==> src/rtl/serial_word_pkg.sv <==
// Shared types and line-level constants for the serial word receiver.
// Used by serial_word_rx (parity stage enabled by SERIAL_WORD_RX_PARITY_CHECK_EN).
package serial_word_pkg;

   typedef enum logic [1:0] {
      IDLE   = 2'd0,
      DATA   = 2'd1,
      PARITY = 2'd2,
      STOP   = 2'd3
   } state_e;

   localparam logic DIR_LSB_FIRST = 1'b0;
   localparam logic DIR_MSB_FIRST = 1'b1;

   localparam logic IDLE_LEVEL  = 1'b1;
   localparam logic START_LEVEL = 1'b0;

endpackage

==> src/rtl/shift_in_reg.sv <==
// Directional serial shift-in register: LSB-first enters at the MSB,
// MSB-first enters at bit 0. No parallel load.
module shift_in_reg
   import serial_word_pkg::*;
#(
   parameter int unsigned WIDTH = 4
) (
   input  logic             clk,
   input  logic             resetn,
   input  logic             clr,
   input  logic             shift_en,
   input  logic             dir,
   input  logic             sin,
   output logic [WIDTH-1:0] value
);

   logic [WIDTH-1:0] msb_first_c;
   logic [WIDTH-1:0] lsb_first_c;

   // A one-bit register has nothing to shift; it just captures sin.
   generate
      if (WIDTH == 1) begin : g_one
         assign msb_first_c = sin;
         assign lsb_first_c = sin;
      end else begin : g_multi
         assign msb_first_c = {value[WIDTH-2:0], sin};
         assign lsb_first_c = {sin, value[WIDTH-1:1]};
      end
   endgenerate

   always_ff @(posedge clk or negedge resetn) begin
      if (!resetn) begin
         value <= '0;
      end else if (clr) begin
         value <= '0;
      end else if (shift_en) begin
         value <= (dir == DIR_MSB_FIRST) ? msb_first_c : lsb_first_c;
      end
   end

endmodule

==> src/rtl/serial_word_rx.sv <==
// Framed serial-to-parallel receiver driven by an upstream bit strobe.
// Define SERIAL_WORD_RX_PARITY_CHECK_EN to expect an even-parity bit before the stop bit.
module serial_word_rx
   import serial_word_pkg::*;
#(
   parameter int unsigned WIDTH = 4
) (
   input  logic             clk,
   input  logic             resetn,
   input  logic             bit_en,
   input  logic             sin,
   input  logic             dir,
   output logic [WIDTH-1:0] q,
   output logic             q_valid,
   output logic             frame_err,
   output logic             parity_err,
   output logic             busy
);

   localparam int unsigned CNT_W = $clog2(WIDTH + 1);

   state_e           state, state_nxt;
   logic [CNT_W-1:0] cnt, cnt_nxt;
   logic             dir_lat, dir_lat_nxt;
   logic [WIDTH-1:0] sreg, q_nxt;
   logic             q_valid_nxt, frame_err_nxt, busy_nxt;
   logic             shift_en_c, clr_c;
`ifdef SERIAL_WORD_RX_PARITY_CHECK_EN
   logic             par_ok, par_ok_nxt;
   logic             parity_err_nxt;
`endif

   shift_in_reg #(.WIDTH(WIDTH)) u_shift (
      .clk      (clk),
      .resetn   (resetn),
      .clr      (clr_c),
      .shift_en (shift_en_c),
      .dir      (dir_lat),
      .sin      (sin),
      .value    (sreg)
   );

   // Frame sequencing; nothing advances without a strobe, pulses default low.
   always_comb begin
      state_nxt     = state;
      cnt_nxt       = cnt;
      dir_lat_nxt   = dir_lat;
      q_nxt         = q;
      q_valid_nxt   = 1'b0;
      frame_err_nxt = 1'b0;
      shift_en_c    = 1'b0;
      clr_c         = 1'b0;
`ifdef SERIAL_WORD_RX_PARITY_CHECK_EN
      par_ok_nxt     = par_ok;
      parity_err_nxt = 1'b0;
`endif
      if (bit_en) begin
         case (state)
            IDLE: begin
               if (sin == START_LEVEL) begin
                  state_nxt   = DATA;
                  dir_lat_nxt = dir;
                  cnt_nxt     = '0;
                  clr_c       = 1'b1;
               end
            end
            DATA: begin
               shift_en_c = 1'b1;
               cnt_nxt    = cnt + CNT_W'(1);
               if (cnt == CNT_W'(WIDTH - 1)) begin
`ifdef SERIAL_WORD_RX_PARITY_CHECK_EN
                  state_nxt = PARITY;
`else
                  state_nxt = STOP;
`endif
               end
            end
            PARITY: begin
`ifdef SERIAL_WORD_RX_PARITY_CHECK_EN
               par_ok_nxt = (sin == ^sreg);
`endif
               state_nxt = STOP;
            end
            STOP: begin
               state_nxt = IDLE;
               if (sin != IDLE_LEVEL) begin
                  frame_err_nxt = 1'b1;
`ifdef SERIAL_WORD_RX_PARITY_CHECK_EN
               end else if (!par_ok) begin
                  parity_err_nxt = 1'b1;
`endif
               end else begin
                  q_nxt       = sreg;
                  q_valid_nxt = 1'b1;
               end
            end
            default: state_nxt = IDLE;
         endcase
      end
      busy_nxt = (state_nxt != IDLE);
   end

   always_ff @(posedge clk or negedge resetn) begin
      if (!resetn) begin
         state     <= IDLE;
         cnt       <= '0;
         dir_lat   <= DIR_LSB_FIRST;
         q         <= '0;
         q_valid   <= 1'b0;
         frame_err <= 1'b0;
         busy      <= 1'b0;
      end else begin
         state     <= state_nxt;
         cnt       <= cnt_nxt;
         dir_lat   <= dir_lat_nxt;
         q         <= q_nxt;
         q_valid   <= q_valid_nxt;
         frame_err <= frame_err_nxt;
         busy      <= busy_nxt;
      end
   end

`ifdef SERIAL_WORD_RX_PARITY_CHECK_EN
   always_ff @(posedge clk or negedge resetn) begin
      if (!resetn) begin
         par_ok     <= 1'b0;
         parity_err <= 1'b0;
      end else begin
         par_ok     <= par_ok_nxt;
         parity_err <= parity_err_nxt;
      end
   end
`else
   assign parity_err = 1'b0;
`endif

endmodule

==> config.mk <==
export PLATFORM = sky130hd
export DESIGN_NAME = serial_word_rx
export DESIGN_NICKNAME = d
export VERILOG_FILES = /design/src/rtl/serial_word_pkg.sv /design/src/rtl/shift_in_reg.sv /design/src/rtl/serial_word_rx.sv
export SDC_FILE = /design/constraint.sdc
export NUM_CORES = 1
export LEC_CHECK = 0
export ABC_CLOCK_PERIOD_IN_PS = 1250
export CAP_MARGIN = 20
export CORE_ASPECT_RATIO = 1.2
export CORE_UTILIZATION = 45
export DETAILED_ROUTE_END_ITERATION = 8
export PLACE_DENSITY = 0.72
export SLEW_MARGIN = 30
export SYNTH_ARGS = -nofsm -noshare
export SYNTH_HDL_FRONTEND = slang
export SYNTH_SLANG_ARGS = --single-unit
==> constraint.sdc <==
create_clock -name clk -period 1.25 [get_ports clk]
set_input_delay 0.3125 -clock clk [delete_from_list [all_inputs] [get_ports clk]]
set_output_delay 0.3125 -clock clk [all_outputs]
set_load 0.1 [all_outputs]
## Yosys cells after proc, flatten, opt, wreduce, memory -nomap -nowiden

Index checks and enable logic that the tools add are counted.

- Add/subtract/negate cells: 1
- Multiply operators: 0
- Div/mod/pow operators: 0
- Order comparisons: 0
- Equal/unequal tests: 5
- Shift operators: 0
- Mux-type cells: 19
- Bitwise logic cells: 1
- Reductions and logical operators: 7

Operators by type and width:

| cell | count |
|---|---|
| $mux 4 | 3 |
| $mux 1 | 10 |
| $reduce_and 3->1 | 3 |
| $pmux 2 s4 | 1 |
| $mux 2 | 3 |
| $pmux 3 s2 | 1 |
| $reduce_bool 2->1 | 3 |
| $eq 2x2->1 const B | 2 |
| $add 3x1->3 const B | 1 |
| $eq 3x2->1 const B | 1 |
| $mux 3 | 1 |
| $eq 2x1->1 const B | 1 |
| $logic_not 2->1 | 1 |
| $ne 2x2->1 const B | 1 |
| $not 1->1 | 1 |

- Register bits: 17
- Bits in latches: 0
- RAM bits: 0
- Memory bits (read-only): 0
- Bits of input ports: 5
- Output and inout port bits: 8
- Word-level logic and storage cells: 41
- Memories: 0

## Depth between registers and ports, before layout

Gate-level depths: netlist of run 1.

- Depth in word-level cells: 5
- Mapped depth: 6
- Depth with buffers taken out: 5

## Hierarchy

From an unflattened synthesis of run 1, not the netlist that was laid out.

- Cells, all modules: 67
- Area, all modules: 799.5 um^2

Modules (own cells, without submodules):

| module | times used | cells an instance | area an instance (um^2) | seq. area each (um^2) |
|---|---|---|---|---|
| serial_word_rx | 1 | 49 | 605.6 | 325.3 |
| shift_in_reg | 1 | 18 | 193.9 | 100.1 |

## Worst setup path after synthesis of run 1

No wires, ideal clock.

- Path kind: register to register
- From: register state[0]
- To: register dir_lat
- Setup time: 0.125 ns
- Arrival time: 1.242 ns
- Required time: 1.125 ns
- Slack: -0.117 ns
- Cell stages (with the launch flop): 6
- Buffers on the path: 1
- Clock period less this slack: 1.367 ns
- Cell sequence: dfrtp_1 inv_1 ha_1 and3b_1 buf_6 mux2_4

- Word-level cells in the longest chain between the ends: 2

RTL lines:

| what | RTL line | text |
|---|---|---|
| start, declared | serial_word_rx.sv:22 | `state_e state, state_nxt;` |
| start signal, assigned | serial_word_rx.sv:113 | `state <= state_nxt;` |
| $logic_not 2->1 | serial_word_rx.sv:58 | `case (state)` |
| $reduce_and 3->1 (no line) | n/a |  |
| end signal, assigned | serial_word_rx.sv:115 | `dir_lat <= dir_lat_nxt;` |
| end, declared | serial_word_rx.sv:24 | `logic dir_lat, dir_lat_nxt;` |

No other way between the ends.
A chain may end at the register's enable or synchronous reset.

## Final worst setup path of run 1

- From: register state[1]
- To: register dir_lat

Same word-level chain as after synthesis.

==> impl_metrics.yaml, run 1 <==
outcome:
  status: "complete, but fails checks"
  violations: "negative setup slack"
setup_path:
  rr_endpoint: "dir_lat"
  cp.arrival_ns: 1.52
  ff2ff_path_depth: 4
  startpoint_type: "register"
  cp_max_fo: 3
  r2r-start: "state[1]"
  cp-end-kind: "register"
  crit_required_ns: 1.43
  reg2reg_slack_ns: -0.09
  path_class: "reg -> reg"
clock_tree:
  htreeDepth: 1
  cts_made_buffers: 3
  cts_hold_buf: 0
  cts-root-buf: "clkbuf_4"
  clk_pin_slew_ns: 0.09
  clk_latency_ns: 0.28
  cts_num_sinks: 17
  cts_buffer_depth: 2
  cts_tree: "done"
finish:
  drive_above_1_share: 0.5591
  diodes: 0
  final_cells: 111
  area_delta_synth_final_pct: 48.16
  final_nets: 105
sta:
  finalMaxSlewViolations: 0
  max_freq_mhz: 747.1
  finalCriticalPeriod_ns: 1.339
  fin_ws_ns: -0.08857
  setup_violations: 14
  hold_ws_ns: 0.3335
  rsz0062_at_grt: "true"
  hold_viol: 0
  period_share: 1.071
  finClkSkew_ns: 0.003036
  setup_tns_ns: -0.5266
routing:
  drtAntennaViolNets: 0
  viasPerCell: 5.171
  wire_per_inst_um: 13.80
  drt_iter0_drc: 3
  routed_wl_mm: 1.532
  vias: 574
  drc: 0
  dr.pass1.iters: 4
placed_design:
  port_buffers: 11
  globalplace.congestion: 0.7130
  dp.cells: 101
  dp_hpwl_mm: 1.046
yosys:
  ys_ff_latch: 17
  syn-instance-count: 68
  synth_common_cells: "dfrtp_1, ha_1, inv_1, nor2_1, mux2_2"
  synth-edff-count: 0
  synthesis.nets: 79
  synth_top_area_frac: 0.5199
  yosysMostFrequentCell: "dfrtp_1"
  synth_cell_types: 24
  netlist_area_um2: 818.3
  seq_area_frac_synth: 0.5199
  syn_avg_cell_area_um2: 12.03
  synth_top_area_cell: "dfrtp_1"
  synthFlopType: "dfrtp_1"
  ys_async_sr_fraction: 1.000
  ys.warnings.count: 0
  synth_area_leaders: "dfrtp_1, ha_1, mux2_2"
grt:
  grt_max_degree: 18
  grt_pass1_wl_mm: 2.580
  overflow: 0
  antenna_found_initial: 0
  grtUsageTotal: 0.1930
  grt_pass1_vias: 588
power:
  powerDensity_nw_per_um2: 2839
  p_total_mw: 3.441
  irDropWorstVdd_mv: 1.635
  leakage_nw: 0.5601
min_path:
  hold_path.class: "in -> async"
die:
  ios: 13
  die-height_um: 48.71
  initial_utilization: 0.4925
  dieWidth_um: 40.93
  dieArea_um2: 1993
  core_area_um2: 1662
  rows: 16
flow_run:
  maxCapViolCount: 0
-- layout make-up --
class	instances	area, um2
clock buffers	4	26.28
fillers	128	449.2
inverters	6	25.02
multi-input cells	41	421.7
flip-flops and latches	17	431.7
well taps	18	22.52
repair buffers	25	285.3
-- per-layer routing --
metal,part of all wire,vias up,global-route usage
li1,-,281,-
met1,0.39,280,0.2364
met2,0.57,11,0.2995
met3,0.033,2,0.04128
met4,0.0078,0,0.1000
met5,0,-,0
-- how the worst max path moves through the flow --
stage | startpoint | to | slack, ns
2_1_floorplan | state[0] | dir_lat | -0.05
3_3_place_gp | bit_en | cnt[0] | -0.34
3_5_place_dp | bit_en | u_shift.value[2] | -0.42
4_1_cts | state[0] | dir_lat | -0.06
5_1_grt | state[1] | dir_lat | -0.15
6_report | state[1] | dir_lat | -0.09
-- what timing repair did --
item                                    4_1_cts  5_1_grt
resized for setup                            12        6
setup buffers                                 4        2
endpoints found under the setup margin       14       14
pin swaps                                     0        1
-- per-stage QoR --
| step | util | setup WS, ns | area, um2 |
|---|---|---|---|
| floorplan | - | -0.04956 | 845.8 |
| global placement | 0.6491 | -0.3389 | 1079 |
| detailed placement | 0.6491 | -0.4157 | 1079 |
| CTS | 0.7048 | -0.05583 | 1171 |
| global route | 0.7297 | -0.1525 | 1212 |
| finish | 0.7297 | -0.08857 | 1212 |
-- power breakdown --
group,internal [mW],leakage (nW),switching [mW]
clock network,0.124,0.0150,0.162
logic,0.981,0.347,1.12
registers,0.804,0.198,0.246
total,1.91,0.560,1.53
-- cells in the final DEF, fill, tap and decap left out, types with 4 or more instances in the layout --
cell	n
buf_4	14
dfrtp_2	5
dfrtp_1	12
a211oi_2	4
nor2_1	6
buf_12	7
ha_1	4
mux2_2	5
mux2i_1	4
clkdlybuf4s50_1	4
inv_1	4
-- sequential cells by signal, summed over array words and instances, names as in the netlist --
signal / count
q: 4
u_shift.value: 4
cnt: 3
state: 2
busy: 1
dir_lat: 1
frame_err: 1
q_valid: 1
-- cells by family (layout without fill, tap and decap cells) --
kind of cell / count (synthesis) / after routing / share of synthesized area
compound gates: 12 / 12 / 0.1070
fa+ha+maj: 6 / 6 / 0.09174
simple gates: 12 / 12 / 0.07951
other cells: 1 / 1 / 0.004583
flops: 17 / 17 / 0.5199
buf+inv: 10 / 35 / 0.06115
mux: 10 / 10 / 0.1361
-- critical path, stage by stage (launching register included) --
cell and delay [ns]:
dfrtp_1 0.43, inv_2 0.13, ha_4 0.16, and3b_2 0.23, mux2_4 0.30
Power figures use the tool's default switching activity.
==> run 2, diff against run 1 <==
Settings changed: CORE_UTILIZATION 45 to 32, PLACE_DENSITY 0.72 to not set, SLEW_MARGIN 30 to not set.
==> run 2 against run 1 <==
Compared with the run above: final cell count up 9.9%; clock skew up 0.0025 ns; largest power group unchanged; wire length up 9.6%; sequential power about the same; worst setup slack better by 0.0031 ns; the flow still finishes with violations (negative setup slack); critical endpoint unchanged; non-clock buffer count down 2; sequential cell count unchanged; critical path type unchanged.
==> impl_metrics.yaml, run 2 (synthesized netlist as in run 1, its figures left out) <==
outcome:
  status: "complete, but fails checks"
  violations: "negative setup slack"
finish:
  reg_top3: "q (4), u_shift.value (4), cnt (3)"
  mostFrequentLayoutCells: "dfrtp_1, buf_4, buf_12"
  final_nets: 103
  postLayoutCellArea_um2: 1252
  final_cells: 122
  drive_above_1_share: 0.5934
  seq_area_um2: 431.7
  final_common_cell: "dfrtp_1"
  num-fill-cells: 207
  area_delta_synth_final_pct: 53.06
  diodes: 0
  multi_input_area_um2: 449.2
die:
  die-height_um: 57.40
  initial_utilization: 0.3477
  dieWidth_um: 48.16
  rows: 19
  core_area_um2: 2354
  dieArea_um2: 2764
  ios: 13
flow_run:
  maxCapViolCount: 0
power:
  p_int_mw: 1.933
  powerDensity_nw_per_um2: 2812
  irDropWorstVdd_mv: 1.463
  leakage_nw: 0.5831
  clockPowerShare: 0.087
  switching_share: 0.4512
  seqPwrFrac: 0.296
  comb_power_share: 0.617
  switchingPower_mw: 1.589
grt:
  antenna_found_initial: 0
  overflow: 0
  grtUsageTotal: 0.1495
  grt_pass1_vias: 654
  grt_pass1_wl_mm: 2.967
  grt_max_degree: 18
setup_path:
  cp_max_fo: 4
  ff2ff_path_depth: 4
  cp.arrival_ns: 1.53
  startpoint_type: "register"
  rr_endpoint: "dir_lat"
  cp-startpoint: "state[0]"
  cp-end-kind: "register"
  path_class: "reg -> reg"
  r2r-start: "state[0]"
  reg2reg_slack_ns: -0.09
  crit_required_ns: 1.44
  crit_end: "dir_lat"
sta:
  setup_tns_ns: -0.5074
  fin_ws_ns: -0.08550
  hold_viol: 0
  finalMaxSlewViolations: 0
  period_share: 1.068
  finClkSkew_ns: 0.005580
  finalCriticalPeriod_ns: 1.336
  max_freq_mhz: 748.8
  setup_violations: 12
  rsz0062_at_grt: "true"
clock_tree:
  cts_buffer_depth: 2
  cts_tree: "done"
  cts_hold_buf: 0
  clk_latency_ns: 0.29
  cts_made_buffers: 3
  clk_pin_slew_ns: 0.11
  htreeDepth: 1
  cts_num_sinks: 17
  cts-root-buf: "clkbuf_4"
routing:
  routed_wl_mm: 1.679
  vias: 591
  drc: 0
  drt_iter0_drc: 3
  wire_per_inst_um: 13.76
  drtAntennaViolNets: 0
  viasPerCell: 4.844
  dr.pass1.iters: 2
placed_design:
  dp_hpwl_mm: 1.118
  port_buffers: 11
  dp.cells: 115
  place_area_um2: 1102
  globalplace.congestion: 0.8088
min_path:
  hold_path.class: "in -> async"
run 2: cell types whose count changed in the layout (fill, tap and decap cells not counted), sizes merged:
cell | before | now
dlymetal6s2s | 0 | 2
clkbuf | 4 | 3
clkinv | 0 | 1
buf | 21 | 19
clkdlybuf4s50 | 4 | 2
run 2: metrics by stage:
stage | setup slack, ns | utilization | total power [mW] | hold slack [ns]
4_1_cts | -0.07269 | 0.5162 | 3.435 | 0.3264
6_report | -0.08550 | 0.5322 | 3.522 | 0.3259
3_5_place_dp | -0.4088 | 0.4684 | 2.882 | 0.5004
5_1_grt | -0.1302 | 0.5322 | 3.736 | 0.3528
2_1_floorplan | -0.04956 | - | 2.206 | 0.01691
3_3_place_gp | -0.3573 | 0.4684 | 2.834 | 0.4957
run 2: worst min path at each step:
stage / slack (ns) / startpoint / to / cells past startpoint
after detailed placement: 0.50 / cnt[2] / cnt[2] / 1
after global routing: 0.35 / resetn / frame_err / 2
final: 0.33 / resetn / frame_err / 2
after floorplan: 0.02 / resetn / busy / 0
after global placement: 0.50 / cnt[2] / cnt[2] / 1
after CTS: 0.33 / resetn / frame_err / 2
run 2: final cells by class:
cell class,count,share of cell area
multi-input cells,41,0.3586
inverters,6,0.01798
flip-flops and latches,17,0.3447
clock inverters,1,0.003996
clock buffers,3,0.01798
repair buffers,23,0.2258
well taps,31,0.03097
run 2: worst max-delay path, stage by stage (launching register included):
cell	delay, ns
dfrtp_2	0.47
inv_2	0.10
ha_4	0.15
and3b_2	0.22
mux2_4	0.30
run 2: power by group through the flow:
stage                     Clock (mW)  Combinational, mW  Sequential, mW
after floorplan                    0              0.671            1.53
after global placement             0               1.80            1.03
after detailed placement           0               1.84            1.04
after CTS                      0.310               2.08            1.04
after global routing           0.330               2.33            1.08
final                          0.307               2.17            1.04
run 2: timing repair:
| item | CTS | global route |
|---|---|---|
| gates resized for setup | 21 | 7 |
| setup endpoints to repair | 15 | 15 |
| pin swaps | 5 | 0 |
| setup buffers | 2 | 1 |
run 2: metal layers:
metal | share of wire | GRT usage | vias to the layer above
met3 | 0.033 | 0.03165 | 4
met1 | 0.46 | 0.2045 | 298
met4 | 0.018 | 0.06746 | 0
li1 | - | - | 277
met5 | 0 | 0 | -
met2 | 0.49 | 0.2210 | 12
==> run 3, diff against run 2 <==
Settings changed: ABC_AREA set to 1, SKIP_LAST_GASP set to 1, SLEW_MARGIN set to 20.
==> run 3 against run 2 <==
Compared with the run above: the run now ends clean; clock skew barely moved; count of clock-buffer cells in the layout grew 1; worst setup slack improved by 0.13 ns; wire length decreased by 2.6%; final cell count is 28% higher; via count rose by 20%; largest cell class is now flip-flops and latches; largest power group unchanged.
==> impl_metrics.yaml, run 3 <==
flow_run:
  maxCapViolCount: 0
die:
  dieWidth_um: 50.17
  core_area_um2: 2577
  die-height_um: 59.80
  ios: 13
  rows: 20
  initial_utilization: 0.3456
  dieArea_um2: 3000
setup_path:
  cp_top_family: "flip-flops"
  critical-path-max-stage-delay_ns: 0.42
  cp.arrival_ns: 0.90
  startpoint_type: "register"
  worst_path_max_delay_cell: "dfrtp_1"
  cp-end-kind: "primary output"
  cp_max_fo: 2
  path_class: "reg -> out"
  critPathBufInv: 1
  reg2reg_slack_ns: 0.07
  cp_cell_sequence: "buf_12"
  crit_required_ns: 0.94
routing:
  dr.pass1.iters: 4
  drt_iter0_drc: 14
  drtAntennaViolNets: 0
  vias: 710
  viasPerCell: 4.551
  wire_per_inst_um: 10.48
  drc: 0
  routed_wl_mm: 1.635
yosys:
  yosysMostFrequentCell: "nand2_1"
  synth_cell_types: 20
  ys_ff_latch: 17
  synthFlopType: "dfrtp_1"
  synth_adder_area_share: 0.08427
  syn-instance-count: 106
  syn_avg_cell_area_um2: 8.404
  seq_area_frac_synth: 0.4775
  synth_top_family_by_area: "simple AND/OR/NAND/NOR gates"
  netlist_area_um2: 890.9
  synthXorXnorAreaFrac: 0
  ys.warnings.count: 0
  synth_top_area_cell: "dfrtp_1"
  synthSimpleGateAreaFrac: 0.2500
  synth-edff-count: 0
  ys_async_sr_fraction: 1.000
  synth_common_cells: "nand2_1, dfrtp_1, inv_1, nor2_1, o21ai_0"
  synth_top_area_frac: 0.4775
  synth_area_leaders: "dfrtp_1, nand2_1, ha_1"
  synth.area.mux_share: 0
  synth_compound_area_frac: 0.07865
  synthesis.nets: 117
finish:
  multi_input_area_um2: 409.1
  final_common_cell: "nand2_1"
  num-fill-cells: 244
  final_cells: 156
  mostFrequentLayoutCells: "nand2_1, dfrtp_1, inv_1"
  diodes: 0
  area_delta_synth_final_pct: 33.99
  final_nets: 135
  reg_top3: "q (4), u_shift.value (4), cnt (3)"
  drive_above_1_share: 0.2276
  postLayoutCellArea_um2: 1194
  seq_area_um2: 426.7
placed_design:
  dp_hpwl_mm: 1.181
  globalplace.congestion: 0.7605
  place_area_um2: 1119
  port_buffers: 11
  dp.cells: 151
grt:
  grt_max_degree: 18
  overflow: 0
  grt_pass1_wl_mm: 2.884
  antenna_found_initial: 0
  grt_pass1_vias: 709
  grtUsageTotal: 0.1339
sta:
  period_share: 0.9666
  rsz0062_at_grt: "true"
  max_freq_mhz: 827.7
  finalCriticalPeriod_ns: 1.208
  hold_viol: 0
  finClkSkew_ns: 0.005207
  finalMaxSlewViolations: 0
  hold_ws_ns: 0.3417
  setup_violations: 0
clock_tree:
  cts_hold_buf: 0
  cts-root-buf: "clkbuf_4"
  cts_num_sinks: 17
  clk_latency_ns: 0.29
  cts_tree: "done"
  htreeDepth: 1
  clk_pin_slew_ns: 0.10
  cts_made_buffers: 3
  cts_buffer_depth: 2
outcome:
  status: "finished clean"
power:
  irDropWorstVdd_mv: 1.236
  powerDensity_nw_per_um2: 2501
  p_total_mw: 2.986
  leakage_nw: 0.5942
min_path:
  hold_path.class: "in -> async"
==> run 3: cell types whose count changed after synthesis, sizes merged, moves of 2 or more <==
cell	previous run	this run
nand2	0	28
inv	6	18
o21ai	2	13
mux2	6	0
nor2	6	12
nand3	1	6
a211oi	4	0
mux2i	4	0
a21boi	2	0
a22o	2	0
and2	2	0
and3b	2	0
==> run 3: path summary, 6_finish.rpt <==
| check | cells past startpoint | start | endpoint |
|---|---|---|---|
| worst max-delay path | 1 | q[2] | q[2] |
| worst min-delay path | 2 | resetn | q[2] |
| worst max register to register | 6 | state[0] | busy |
| worst min register to register | 2 | u_shift.value[0] | q[0] |
| max in group asynchronous | 2 | resetn | state[0] |
| min in group clk | 2 | u_shift.value[0] | q[0] |
==> run 3: area by class of cell <==
class / count / share of cell area
Sequential cell: 17 / 0.3574
Multi-Input combinational cell: 68 / 0.3428
Inverter: 18 / 0.06080
Tap cell: 33 / 0.03459
Clock buffer: 4 / 0.02201
Timing Repair Buffer: 16 / 0.1824
==> run 3: through the flow <==
step	setup TNS (ns)	utilization	worst slack, ns
6_report	0	0.4631	0.04179
5_1_grt	-0.02407	0.4631	-0.01735
4_1_cts	0	0.4442	0.004956
3_5_place_dp	-2.167	0.4340	-0.1645
3_3_place_gp	-1.886	0.4340	-0.1431
2_1_floorplan	0	-	0.03979
==> run 3: logic make-up (layout without fill, tap and decap cells) <==
logic type	Yosys count	after routing
other	1	1
AO/OA/AOI/OAI	14	14
flip-flops	17	17
AND/OR/NAND/NOR	47	47
buffers and inverters	21	38
adder cells (fa/ha/maj)	6	6
==> run 3: where the power goes <==
| group | switching, mW | total (mW) | internal, mW |
|---|---|---|---|
| Combinational | 1.07 | 1.71 | 0.641 |
| Sequential | 0.222 | 0.989 | 0.767 |
| Clock | 0.165 | 0.289 | 0.124 |
==> run 3: layer usage <==
layer / wire length [um] / part of all wire / vias to the layer above / track usage
met5: 0 / 0 / - / 0
met4: 61 / 0.037 / 0 / 0.1102
met3: 35 / 0.021 / 5 / 0.02290
met2: 857 / 0.52 / 15 / 0.2343
met1: 681 / 0.42 / 335 / 0.1401
li1: - / - / 355 / -
==> run 3: repair_timing <==
item	in CTS	in global routing
gates resized for setup	0	10
setup buffers	0	1
setup endpoints to repair	0	12
